### src/rtl/fetch_queue.sv
// rtl/fetch_queue.sv - sequential instruction fetch with a DEPTH-entry {ins, pc} queue and redirect flush
module fetch_queue #(
    parameter int DEPTH = 4,
    parameter int PTR_W = 2
) (
    input  logic             clk,
    input  logic             rstd,
    output logic             imem_req,
    output logic [31:0]      imem_addr,
    input  logic [31:0]      imem_rdata,
    input  logic             redirect,
    input  logic [31:0]      redirect_pc,
    output logic             ins_valid,
    output logic [31:0]      ins,
    output logic [31:0]      pc,
    input  logic             ins_ready,
    output logic [PTR_W:0]   occupancy
);

    localparam logic [PTR_W+1:0] DEPTH_L = (PTR_W + 2)'(DEPTH);
    localparam logic [PTR_W:0]   DEPTH_C = (PTR_W + 1)'(DEPTH);

    logic [31:0]      fpc_q, fpc_d;
    logic [31:0]      resp_pc_q, resp_pc_d;
    logic             inflight_q, inflight_d;
    logic             kill_q, kill_d;
    logic [PTR_W-1:0] rd_ptr_q, rd_ptr_d;
    logic [PTR_W-1:0] wr_ptr_q, wr_ptr_d;
    logic [PTR_W:0]   count_q, count_d;
    logic [31:0]      ins_mem_q [DEPTH];
    logic [31:0]      pc_mem_q  [DEPTH];

    logic [PTR_W+1:0] level;
    logic             push;
    logic             pop;

    // In-flight requests reserve a slot so a returning word always has room.
    always_comb begin
        level    = {1'b0, count_q} + {{(PTR_W + 1){1'b0}}, inflight_q};
        imem_req = rstd & ~redirect & (level < DEPTH_L);
        push     = inflight_q & ~kill_q & ~redirect;
        pop      = ins_valid & ins_ready & ~redirect;
    end

    always_comb begin
        fpc_d      = fpc_q;
        resp_pc_d  = resp_pc_q;
        inflight_d = imem_req;
        kill_d     = kill_q;
        rd_ptr_d   = rd_ptr_q;
        wr_ptr_d   = wr_ptr_q;
        count_d    = count_q;
        if (imem_req) begin
            resp_pc_d = fpc_q;
        end
        if (redirect) begin
            fpc_d    = redirect_pc;
            kill_d   = 1'b0;
            rd_ptr_d = '0;
            wr_ptr_d = '0;
            count_d  = '0;
        end else begin
            if (imem_req) begin
                fpc_d = fpc_q + 32'd1;
            end
            if (push) begin
                wr_ptr_d = wr_ptr_q + PTR_W'(1);
            end
            if (pop) begin
                rd_ptr_d = rd_ptr_q + PTR_W'(1);
            end
            case ({push, pop})
                2'b10:   count_d = count_q + (PTR_W + 1)'(1);
                2'b01:   count_d = count_q - (PTR_W + 1)'(1);
                default: count_d = count_q;
            endcase
        end
    end

    always_ff @(posedge clk or negedge rstd) begin
        if (!rstd) begin
            fpc_q      <= '0;
            resp_pc_q  <= '0;
            inflight_q <= 1'b0;
            kill_q     <= 1'b0;
            rd_ptr_q   <= '0;
            wr_ptr_q   <= '0;
            count_q    <= '0;
        end else begin
            fpc_q      <= fpc_d;
            resp_pc_q  <= resp_pc_d;
            inflight_q <= inflight_d;
            kill_q     <= kill_d;
            rd_ptr_q   <= rd_ptr_d;
            wr_ptr_q   <= wr_ptr_d;
            count_q    <= count_d;
        end
    end

    always_ff @(posedge clk) begin
        if (push) begin
            ins_mem_q[wr_ptr_q] <= imem_rdata;
            pc_mem_q[wr_ptr_q]  <= resp_pc_q;
        end
    end

    always_ff @(posedge clk) begin
        if (rstd) begin
            assert (!(push && !pop && count_q == DEPTH_C));
            assert (!(pop && count_q == '0));
        end
    end

    always_comb begin
        ins_valid = (count_q != '0);
        ins       = ins_valid ? ins_mem_q[rd_ptr_q] : 32'd0;
        pc        = ins_valid ? pc_mem_q[rd_ptr_q] : 32'd0;
        imem_addr = fpc_q;
        occupancy = count_q;
    end

endmodule

### config.mk
export PLATFORM = sky130hd
export DESIGN_NAME = fetch_queue
export DESIGN_NICKNAME = d
export VERILOG_FILES = /design/src/rtl/fetch_queue.sv
export SDC_FILE = /design/constraint.sdc
export NUM_CORES = 1
export LEC_CHECK = 0
export ABC_AREA = 1
export CORE_ASPECT_RATIO = 1.25
export CORE_UTILIZATION = 35
export DETAILED_ROUTE_END_ITERATION = 7
export PLACE_DENSITY_LB_ADDON = 0.15
export SLEW_MARGIN = 20
export SYNTH_ARGS = -nofsm -noshare
export SYNTH_HDL_FRONTEND = slang
export SYNTH_SLANG_ARGS = --single-unit
### constraint.sdc
create_clock -name clk -period 12.1 [get_ports clk]
set_clock_uncertainty 0.1 [all_clocks]
set_input_delay 1.21 -clock clk [delete_from_list [all_inputs] [get_ports clk]]
set_output_delay 1.21 -clock clk [all_outputs]
set_load 0.05 [all_outputs]
=== Word-level counts from Yosys, hierarchy flattened ===
Memory sizes are Yosys's and may differ from the RTL's.
Index checks and enable logic that the tools add are counted.

* Add/sub/neg operators: 6
* $lt $le $gt $ge: 1
* Equality and inequality tests: 2
* Multiplexer cells: 12
* Bitwise operators: 6
* Reductions and logical operators: 5

{| class="wikitable"
|+ Operators with widths
! cell !! count
|-
| $mux W32 || 4
|-
| $add A32 B1 Y32 const B || 1
|-
| $mux W2 || 4
|-
| $pmux W3 S2 || 1
|-
| $reduce_bool A2 Y1 || 3
|-
| $reduce_bool A3 Y1 || 2
|-
| $and A1 B1 Y1 || 5
|-
| $add A2 B1 Y2 const B || 2
|-
| $add A3 B1 Y4 || 1
|-
| $lt A4 B3 Y1 const B || 1
|-
| $add A3 B1 Y3 const B || 1
|-
| $mux W3 || 1
|-
| $sub A3 B1 Y3 const B || 1
|-
| $eq A2 B1 Y1 const B || 1
|-
| $eq A2 B2 Y1 const B || 1
|-
| $mux W1 || 2
|-
| $not A1 Y1 || 1
|}

* Register bits after elaboration: 72
* Bits in writable memories: 256
* Output and inout bits: 101
* Word-level logic and storage cells: 40
* Memories kept: 2

{| class="wikitable"
|+ Memories
! memory !! words !! width !! rd ports !! clocked after memory_dff !! wr ports !! line !! source
|-
| ins_mem_q || 4 || 32 || 1 || 0 || 1 || 30 || <nowiki>logic [31:0] ins_mem_q [DEPTH];</nowiki>
|-
| pc_mem_q || 4 || 32 || 1 || 0 || 1 || 31 || <nowiki>logic [31:0] pc_mem_q [DEPTH];</nowiki>
|}

=== Longest topological paths before layout ===
* Word-level depth: 6
* Gate-level depth with buffers: 9
* Depth with buffers taken out: 9

=== Worst setup path after synthesis ===
Ideal clock, no wire load.

* Kind: input -> register
* Start: input port redirect
* End: memory ins_mem_q[0][0], enable pin
* Library setup time: 486 ps
* Data arrival time: 4416 ps
* Data required time: 11514 ps
* Setup slack: 7098 ps
* Stages: 5
* Path through: buf_4 inv_1 buf_2 nand2_1 nor2_1

* Longest elaborated chain between the ends: 4

{| class="wikitable"
|+ Ends and longest elaborated chain
! item !! line !! source
|-
| start, declared || 11 || <nowiki>input logic redirect,</nowiki>
|-
| $not A1 Y1 || 41 || <nowiki>push = inflight_q & ~kill_q & ~redirect;</nowiki>
|-
| $and A1 B1 Y1 || 41 ||
|-
| $mux W1 || 101 || <nowiki>if (push) begin</nowiki>
|-
| $mux W1 (implied by the code) || 102 || <nowiki>ins_mem_q[wr_ptr_q] <= imem_rdata;</nowiki>
|-
| end, declared || 30 ||
|}

No other way between the ends.

=== Worst setup path after layout ===
* Start: register rd_ptr_q[0]
* End: output port pc[15]

* Longest elaborated chain between the ends: 2

{| class="wikitable"
|+ Ends and longest elaborated chain
! item !! line !! source
|-
| start, declared || 27 || <nowiki>logic [PTR_W-1:0] rd_ptr_q, rd_ptr_d;</nowiki>
|-
| start signal, assigned || 94 || <nowiki>rd_ptr_q <= rd_ptr_d;</nowiki>
|-
| $mem_v2 Z4 W32 || n/a ||
|-
| $mux W32 || 117 || <nowiki>pc = ins_valid ? pc_mem_q[rd_ptr_q] : 32'd0;</nowiki>
|-
| end, declared || 15 || <nowiki>output logic [31:0] pc,</nowiki>
|}

No other way between the ends.

==> qor.yml <==
sta:
  clock.fmax_ghz: 0.184
  rsz0062_at_grt: "false"
  worst-slew-pin-transition_ns: 1.04
  finalSetupViolCount: 0
  fraction_of_the_cycle_the_final_worst_path_needs_pct: 45.0
  timing.slew.headroom_pct: 30.5
  count_of_final_max_slew_check_failures: 0
  fin_tns_setup_ns: 0
  setup_ws_ns: 6.65
  finalHoldViolCount: 0
  post-route-min-period_ns: 5.45
critical_path:
  crit_start: "rd_ptr_q[0]"
  cp_slowest_cell: "sky130_fd_sc_hd__dfrtp_4"
  worstPathCellList: "clkinv_2, buf_4, o21ai_0, a21oi_1, clkdlybuf4s50_1"
  rr_worst_depth: 9
  critPathMaxFanout: 74
  crit_path_start_kind: "flop"
  reg2reg_setup_slack_ns: 9.44
  worst-endpoint-arrival_ns: 4.14
  end_kind: "primary output"
  path_buf_inv: 3
  slowest_delay_ns: 0.94
  worstReg2RegStart: "occupancy[1]"
  family_of_cells_with_the_greatest_summed_delay_on_the_critical_path: "buffers and inverters"
  setup.worst_path.class: "reg -> out"
  required_ns: 10.79
  regToRegEndpoint: "imem_addr[25]"
routing:
  route.antenna.remaining_nets: 0
  detailedRoute.firstPassIterationCount: 6
  vias_per_cell: 4.81
  routedWlPerCell_um: 17.2
  initialDrtViolationCount: 579
  via_count: 9442
  wl_um: 33800
  post-route-drc-count: 7
clock_tree:
  cts_tree: "yes"
  number_of_h_tree_branching_levels: 2
  cts-root-buf: "sky130_fd_sc_hd__clkbuf_16"
  count_of_clock_tree_sinks: 328
  cts-root-to-sink-buffers: 3
  cts.repair.resized: 0
  cts_inserted_buffers: 36
  clk_pin_slew_worst_paths_ns: 0.06
  post_cts_buffers: 0
  cts.hold.buffers_added: 0
  clk-insertion-delay-late_ns: 0.52
power:
  switching_power_uw: 957
  pwr-share-seq_pct: 44.8
  power.combinational.fraction_pct: 21.7
  p_sw_share_pct: 31.3
  power_leakage_nw: 6.25
  power_per_cell_area_mw_per_mm2: 179
  peakVddDrop_mv: 0.0715
  cell_internal_pwr_mw: 2.10
  clock_power_share_pct: 33.6
final_layout:
  num-fill-cells: 3645
  areaGrowthSynthToFinish_pct: 23.6
  layout.cells.non_filler: 1964
  layout.cells.most_common: "sky130_fd_sc_hd__nor2_1"
  drive_above_1_share_pct: 6.62
  nets: 1515
  commonest_non_fill_non_tap_cells_in_the_layout: "sky130_fd_sc_hd__nor2_1 (329), sky130_fd_sc_hd__edfxtp_1 (256), sky130_fd_sc_hd__o21ai_0 (171)"
  post-route-cell-area_mm2: 0.0171
  final_core_utilization_pct: 43.8
  antennaDiodeCount: 0
status:
  violations: "DRC"
  status: "finished with violations"
floorplanning:
  floorplan.initialDensity_pct: 35.5
  die_width_um: 180
  vertical_extent_of_the_die_um: 224
  dieArea_mm2: 0.0403
  design.portCount: 169
  coreArea_mm2: 0.0390
  floorplan.rows: 81
synth:
  netlist_instances: 1287
  flip_flop_cell_with_the_highest_count_after_synthesis: "sky130_fd_sc_hd__edfxtp_1"
  synth_fp_nets: 1361
  number_of_synthesized_register_bits: 328
  ys_seq_area_share_pct: 68.6
  synthArstFlopShare_pct: 22.0
  synth_edf_count: 256
  syn_area_mm2: 0.0138
  synthesis.area_per_instance_um2: 10.8
  synth_cell_type_count: 36
  ys.warnings.count: 0
grt:
  grt_pass1_wl_um: 52900
  grt.overflow.total: 0
  grt_max_degree: 75
  gr-usage-all-layers_pct: 17.0
  antenna_found_initial: 0
  vias_in_the_first_global_route: 9398
hold_path:
  timing.hold.worst.class: "reg -> reg"
  hold_end: "pc_mem_q[2][7]"
  min_path_cells: 0
  holdCritStartpoint: "resp_pc_q[7]"
placed_design:
  place_hpwl_um: 19900
  gp_congestion: 0.795
  placement_cell_area_mm2: 0.0160
  post-place-cells: 1901
  place_worst_setup_slack_ns: 6.68
  port-buffer-count: 168
flow_run:
  maxCapViolCount: 0
==> cell families after synthesis <==
| kind of cell | share of synthesized area (%) |
|---|---|
| simple gates | 16.9 |
| flops | 68.6 |
| compound gates | 9.47 |
| buf+inv | 4.06 |
| xor+xnor | 0.380 |
| fa+ha+maj | 0.597 |
==> synth_stat cells (2+ instances only) <==
master | n | share of area [%]
sky130_fd_sc_hd__nor2_8 | 2 | 0.29
sky130_fd_sc_hd__o221ai_1 | 3 | 0.19
sky130_fd_sc_hd__ha_1 | 5 | 0.45
sky130_fd_sc_hd__edfxtp_1 | 256 | 56
sky130_fd_sc_hd__buf_2 | 25 | 0.90
sky130_fd_sc_hd__inv_2 | 3 | 0.081
sky130_fd_sc_hd__nand3b_1 | 3 | 0.16
sky130_fd_sc_hd__o211ai_1 | 4 | 0.22
sky130_fd_sc_hd__inv_1 | 68 | 1.8
sky130_fd_sc_hd__dfrtp_1 | 72 | 13
sky130_fd_sc_hd__buf_1 | 14 | 0.38
sky130_fd_sc_hd__a21oi_1 | 68 | 2.5
sky130_fd_sc_hd__o21bai_1 | 3 | 0.16
sky130_fd_sc_hd__nor2_1 | 333 | 9.0
sky130_fd_sc_hd__nor2_4 | 4 | 0.33
sky130_fd_sc_hd__nand4_1 | 18 | 0.81
sky130_fd_sc_hd__buf_4 | 3 | 0.16
sky130_fd_sc_hd__nand3_1 | 52 | 1.9
sky130_fd_sc_hd__nand2_1 | 129 | 3.5
sky130_fd_sc_hd__xor2_1 | 5 | 0.32
sky130_fd_sc_hd__nand3_2 | 2 | 0.14
sky130_fd_sc_hd__clkbuf_1 | 21 | 0.57
sky130_fd_sc_hd__nand2_2 | 5 | 0.23
sky130_fd_sc_hd__nor2_2 | 6 | 0.27
sky130_fd_sc_hd__o21ai_0 | 171 | 6.2
sky130_fd_sc_hd__nand3_4 | 2 | 0.25
==> worst max path at each step <==
stage,to,slack [ns],depth (start not counted)
finish,pc[15],6.65,5
global placement,imem_req,6.68,7
global route,pc[10],6.31,5
CTS,pc[15],6.50,5
detailed placement,imem_req,6.68,7
floorplan,ins_mem_q[0][0],7.10,5
==> metrics by stage <==
step	hold slack, ns	total power [mW]
finish	0.417	3.05
global route	0.445	3.19
CTS	0.427	3.10
detailed placement	0.412	2.06
global placement	0.399	2.06
floorplan	0.376	1.80
==> power groups by stage <==
| stage | sequential, mW | combinational (mW) | clock [mW] |
|---|---|---|---|
| after detailed placement | 1.39 | 0.672 | 0 |
| after global placement | 1.39 | 0.670 | 0 |
| after global routing | 1.38 | 0.713 | 1.10 |
| after floorplan | 1.41 | 0.395 | 0 |
| after CTS | 1.37 | 0.674 | 1.06 |
| final | 1.37 | 0.661 | 1.03 |
==> registers in the layout, indices dropped and copies added (netlist names) <==
register	flops
imem_addr	32
inflight_q	1
ins_mem_q	128
occupancy	3
pc_mem_q	128
rd_ptr_q	2
resp_pc_q	32
wr_ptr_q	2
==> final cells by class <==
| cell class | instances | area, um^2 | share of cell area, % |
|---|---|---|---|
| Sequential cell | 328 | 9490 | 55.5 |
| Multi-Input combinational cell | 823 | 3820 | 22.3 |
| Timing Repair Buffer | 181 | 1790 | 10.5 |
| Clock buffer | 49 | 1000 | 5.86 |
| Tap cell | 498 | 623 | 3.64 |
| Inverter | 71 | 268 | 1.57 |
| Clock inverter | 14 | 108 | 0.629 |
==> metal layers <==
| metal | track usage, % | vias to the layer above | wire length [um] |
|---|---|---|---|
| li1 | - | 4722 | - |
| met1 | 21.0 | 4411 | 14500 |
| met2 | 29.8 | 248 | 16600 |
| met3 | 2.77 | 61 | 1710 |
| met4 | 6.48 | 0 | 1070 |
| met5 | 0 | - | 0 |
(Power assumes the default switching activity.)
